--- config.mk ---
export PLATFORM = sky130hd
export DESIGN_NAME = game_tick_gen
export DESIGN_NICKNAME = d
export VERILOG_FILES = /design/src/rtl/game_tick_gen.sv
export SDC_FILE = /design/constraint.sdc
export NUM_CORES = 1
export LEC_CHECK = 0
export CAP_MARGIN = 20
export CORE_UTILIZATION = 35
export DETAILED_ROUTE_END_ITERATION = 8
export GPL_TIMING_DRIVEN = 0
export PLACE_DENSITY_LB_ADDON = 0.3
export RECOVER_POWER = 50
export SLEW_MARGIN = 20
export SYNTH_ARGS = -nofsm -noshare
export SYNTH_HDL_FRONTEND = slang
export SYNTH_SLANG_ARGS = --single-unit
--- constraint.sdc ---
create_clock -name clk -period 2.2 [get_ports clk]
set_clock_uncertainty 0.05 [all_clocks]
set_input_delay 0.33 -clock clk [delete_from_list [all_inputs] [get_ports clk]]
set_output_delay 0.33 -clock clk [all_outputs]
set_load 0.01 [all_outputs]
--- src/rtl/game_tick_gen.sv ---
// Multi-channel programmable tick generator.
// Each channel counts enabled cycles up to a programmable terminal count.
// At terminal count it emits a one-cycle tick and toggles a square wave.
// In one-shot mode the channel then stops until its divisor is rewritten.
module game_tick_gen #(
    parameter int unsigned CH          = 2,
    parameter int unsigned W           = 23,
    parameter int unsigned DEFAULT_DIV = 999999
) (
    input  logic          clk,
    input  logic          rst,
    input  logic [CH-1:0] en,
    input  logic [CH-1:0] mode,
    input  logic [CH-1:0] div_wr,
    input  logic [W-1:0]  div_in,
    output logic [CH-1:0] tick,
    output logic [CH-1:0] sq,
    output logic [CH-1:0] done
);

    localparam logic [W-1:0] RESET_DIV = W'(DEFAULT_DIV);
    localparam logic [W-1:0] CNT_ONE   = W'(1);

    logic [W-1:0] cnt [CH];
    logic [W-1:0] div [CH];

    // Per-channel terminal-count and count-advance qualifiers
    logic [CH-1:0] run_c;
    logic [CH-1:0] term_c;

    // Decode which channels advance this cycle and which reach terminal count
    always_comb begin
        run_c  = '0;
        term_c = '0;
        for (int i = 0; i < int'(CH); i++) begin
            run_c[i]  = en[i] & ~done[i];
            term_c[i] = run_c[i] & (cnt[i] == div[i]);
        end
    end

    // Channel state update: reset, then divisor write, then counting
    always_ff @(posedge clk) begin
        if (rst) begin
            for (int i = 0; i < int'(CH); i++) begin
                cnt[i] <= '0;
                div[i] <= RESET_DIV;
            end
            tick <= '0;
            sq   <= '0;
            done <= '0;
        end else begin
            for (int i = 0; i < int'(CH); i++) begin
                if (div_wr[i]) begin
                    // A new divisor restarts the channel and re-arms one-shot mode
                    div[i]  <= div_in;
                    cnt[i]  <= '0;
                    done[i] <= 1'b0;
                    tick[i] <= 1'b0;
                end else if (term_c[i]) begin
                    cnt[i]  <= '0;
                    tick[i] <= 1'b1;
                    sq[i]   <= ~sq[i];
                    done[i] <= mode[i];
                end else if (run_c[i]) begin
                    cnt[i]  <= cnt[i] + CNT_ONE;
                    tick[i] <= 1'b0;
                end else begin
                    tick[i] <= 1'b0;
                end
            end
        end
    end

endmodule

== Yosys cells after proc, flatten, opt, wreduce, memory -nomap -nowiden ==
Memory sizes are Yosys's and may differ from the RTL's.
Index checks and enable logic that the tools add are counted.

* Bitwise operators: 18
* Equal/unequal tests: 2
* Reductions and logical operators: 4
* Shifts and indexed selects: 0
* $lt $le $gt $ge: 0
* $add $sub $neg: 2
* Multiply operators: 0
* Div/mod/pow operators: 0
* Mux-type cells: 34

{| class="wikitable"
|+ Operators by type and width
! kind !! number
|-
| $mux W23 || 8
|-
| $add A23 B1 Y23 const B || 2
|-
| $eq A23 B23 Y1 || 2
|-
| $mux W1 || 26
|-
| $or A1 B1 Y1 || 8
|-
| $not A1 Y1 || 6
|-
| $and A1 B1 Y1 || 4
|-
| $reduce_and A2 Y1 || 2
|-
| $reduce_or A2 Y1 || 2
|}

* Bits in writable memories: 92
* Latch bits: 0
* Bits in read-only memories: 0
* Logic and storage cells: 67
* Memories kept: 2
* Input bits: 31
* Register bits after elaboration: 6
* Output and inout bits: 6

{| class="wikitable"
|+ Memory list
! name !! words !! width !! read ports !! clocked after memory_dff !! wr ports !! line !! text
|-
| cnt || 2 || 23 || 2 || 0 || 2 || 24 || <nowiki>logic [W-1:0] cnt [CH];</nowiki>
|-
| div || 2 || 23 || 2 || 0 || 2 || 25 || <nowiki>logic [W-1:0] div [CH];</nowiki>
|}

== Longest topological paths before layout ==
Gate-level depths: netlist of run 1.

* Depth after elaboration: 9
* Mapped depth: 7
* Depth with buffers taken out: 6

== Least setup slack after synthesis of run 1 ==
OpenSTA, ideal clock, no wires.

* Path type: flip-flop to flip-flop
* From: mem cnt[0][15]
* To: mem cnt[0][11] (data pin)
* Path buffers: 1
* Setup slack: 0.408 ns
* Clock period less this slack: 1.792 ns
* Arrival time: 1.487 ns
* Data required time: 1.896 ns
* Cell stages (with the launch flop): 7
* Cell sequence: edfxtp_1 -> xor2_1 -> nor4_1 -> nand4_1 -> o21ai_2 -> buf_6 -> nor2_1

{| class="wikitable"
|+ RTL lines
! item !! line
|-
| start: declaration || 24
|}

==> summary.txt, run 1 <==
YS warnings = 0
CP Max Fanout = 10
number of CTS-inserted buffers = 9
CTS Buffer Depth = 2
DRC = 0
Top delay family on crit path = simple AND/OR/NAND/NOR gates
Reg-to-Reg End = cnt[0][19]
port bufs = 36
Pleak = 0.00208 µW
Gate Count Post-Synth = 396
Layout fillers = 1235
Netlist cell types = 28
Worst-Margin Slew = 629 ps
min Tclk post-route = 2200 ps
hold endpoint = done[0]
Slew headroom = 57.7%
WP data arrival = 2250 ps
status = finished clean
ANT cells = 0
remaining global-route overflow = 0
Die X = 119 µm
largest cells by area after synthesis = edfxtp_1, xor2_1, nor2_1, xnor2_1, dfxtp_1
CTS tree = yes
Post-DP HPWL = 7.32 mm
1st-iter DRT viols = 210
maximum VDD drop = 0.000435 V
core footprint = 13300 µm²
clock latency on the worst-skew pair = 340 ps
vias in the first global route = 3056
Pwr Density = 715 nW/µm²
path depth of the worst reg2reg path = 6
area delta synth->final = 22.4%
routed wire length = 10.5 mm
fraction of layout cells with a size suffix above 1 = 12.8%
final setup violation count = 0
CP cell instances = xor2_1 -> nor4_2 -> nand4_1 -> o21ai_4 -> buf_6 -> nor2_1
initial core utilization = 36.0%
Reg2Reg Launch Point = cnt[0][6]
top-area cell type share of the netlist area = 57.8%
RSZ-0062 raised after global routing = yes
Hold Crit Depth = 2
htree depth = 3
multi-input logic area = 1890 µm²
Seq/Total Area, Yosys = 60.3%
Routed Antenna Nets = 0
Slowest cell on crit path = edfxtp_1
synthesized area = 4780 µm²
largest net degree at the start of global routing = 26
final period utilization = 100%
CTS Hold Buffers Added = 0
WP buf/inv = 1
Max Fclk = 455 MHz
FF+latch count, synth = 98
via/cell ratio = 4.91
Critical Path Max Stage Delay = 470 ps
DIE AREA = 14100 µm²
final hold violation count = 0
Yosys top cell by area = edfxtp_1
Ports = 37
Hold Path Origin = done[0]
CP startpoint kind = register
first-pass GRT wire length = 16.1 mm
Post-Place Cell Area = 5360 µm²
Reg clk slew, reported paths = 70 ps
Max Slew Vio Count = 0
initial antenna violation count = 0
Worst setup EP type = register
Setup CP Type = register to register
Hold Path Class = register to register
Synthesized Nets = 429
Placer Congestion = 0.807
Critical Path RT = 2250 ps
R2R Setup Slk = 0.8 ps
Final Util = 44.0%
Post-layout nets = 488
Max-Cap Viols = 0
TritonCTS sink count = 98
Finished Cell Area = 5850 µm²
Fin Setup TNS = 0 ps
Chip Height = 119 µm
wire length per cell = 16.5 µm
via count = 3125
FF+latch area = 2880 µm²
GRT Overall Usage = 15.0%
clock root cell = clkbuf_16
number of placement rows = 42
first-pass detailed-route iteration total = 5
Mapped Avg Cell Area = 12.1 µm²
-- timing repair --
action                                  CTS  global route
resized for setup                         0            24
endpoints found under the setup margin   40            47
setup buffers                             0             9
gates cloned                              0             3
pin swaps                                 0             8
-- synthesized netlist by cell type --
library cell	n
edfxtp_1	92
xor2_1	66
nor2_1	59
xnor2_1	21
nand2_1	20
nand3_1	16
or3_1	14
and2_1	13
nand4_1	13
nor3_1	12
and3_1	10
nor4_1	10
inv_1	7
buf_6	6
dfxtp_1	6
clkbuf_1	5
and4_1	4
a21oi_1	3
o21ai_0	3
ha_1	2
nand2b_1	2
nand4b_1	2
nor4_2	2
o21ai_2	2
o41ai_1	2
or2_2	2
nand4_2	1
or2_1	1
-- sequential cells by signal (all words and copies together) (netlist names) --
signal and count:
cnt 46, div 46, done 2, sq 2, tick 2
-- worst min-delay path, delay by kind of cell, from the launching register on --
kind / cells / cell delay, ps
DFF: 1 / 330
AOI/OAI and AO/OA: 1 / 50
and+or+nand+nor: 1 / 50
-- layout make-up --
class / instances / area share [%]
Sequential cell: 98 / 49.3
Multi-Input combinational cell: 280 / 32.2
Timing Repair Buffer: 46 / 7.42
Clock buffer: 10 / 3.91
Tap cell: 176 / 3.76
Buffer: 11 / 1.48
Clock inverter: 6 / 1.16
Inverter: 7 / 0.578
Timing Repair inverter: 2 / 0.171
-- through the flow --
step           setup WS (ps)  cells  total power, µW  hold WS [ps]
2_1_floorplan            408    396             2450           431
3_3_place_gp            -436    608             2600           396
3_5_place_dp            -473    608             2600           411
4_1_cts                 -114    624             4160           424
5_1_grt                 -147    636             4320           452
6_report               0.830    636             4180           416
-- routing by layer --
layer | track usage (%) | vias to the layer above | wire length (µm)
met5 | 0 | - | 0
met2 | 21.4 | 77 | 4420
met3 | 2.20 | 12 | 509
li1 | - | 1525 | -
met1 | 22.7 | 1511 | 5380
met4 | 5.85 | 0 | 164
-- worst max path at each step --
stage / start / cells after the start / end / slack (ps)
2_1_floorplan: cnt[0][15] / 6 / cnt[0][11] / 410
3_3_place_gp: rst / 7 / cnt[1][18] / -440
3_5_place_dp: rst / 7 / cnt[1][20] / -470
4_1_cts: rst / 7 / cnt[1][20] / -110
5_1_grt: cnt[0][6] / 6 / cnt[0][19] / -150
6_report: cnt[0][6] / 6 / cnt[0][19] / 0.8
-- cell families after synthesis --
kind of cell,count (synthesis),synth area share [%]
and+or+nand+nor,181,19.5
adders and majority gates,2,0.523
xor gates and xnor gates,87,15.9
AOI/OAI and AO/OA,10,1.36
DFF,98,60.3
buffers and inverters,18,2.36
-- layout by cell type, fill, tap and decap left out, types with 3 or more instances in the layout --
cell,netlist,routed
edfxtp_1,92,92
xor2_1,66,66
nor2_1,59,53
clkdlybuf4s50_1,0,28
xnor2_1,21,21
nand2_1,20,18
nand3_1,16,16
or3_1,14,14
nand4_1,13,13
nor3_1,12,12
and2_0,0,11
nor4_2,2,10
and3_1,10,10
clkbuf_16,0,9
dlygate4sd3_1,0,8
buf_6,6,7
buf_4,0,7
clkbuf_1,5,6
nor2_2,0,6
dfxtp_1,6,6
inv_1,7,5
clkinvlp_4,0,4
and4_1,4,4
o21ai_0,3,3
a21oi_1,3,3
-- power breakdown --
part / switching (µW) / total [µW] / internal, µW
clock network: 696 / 1580 / 884
registers: 92.3 / 2260 / 2170
logic: 186 / 343 / 157
total: 974 / 4180 / 3210
Power figures use the tool's default switching activity.
==> run 2: changes to the inputs <==
--- a/config.mk
+++ b/config.mk
@@ -11,7 +11,6 @@
 export GPL_TIMING_DRIVEN = 0
 export PLACE_DENSITY_LB_ADDON = 0.3
 export RECOVER_POWER = 50
-export SLEW_MARGIN = 20
 export SYNTH_ARGS = -nofsm -noshare
 export SYNTH_HDL_FRONTEND = slang
 export SYNTH_SLANG_ARGS = --single-unit
==> results of run 2 <==
The final DEF is identical to that of run 1; final timing and power are the same.
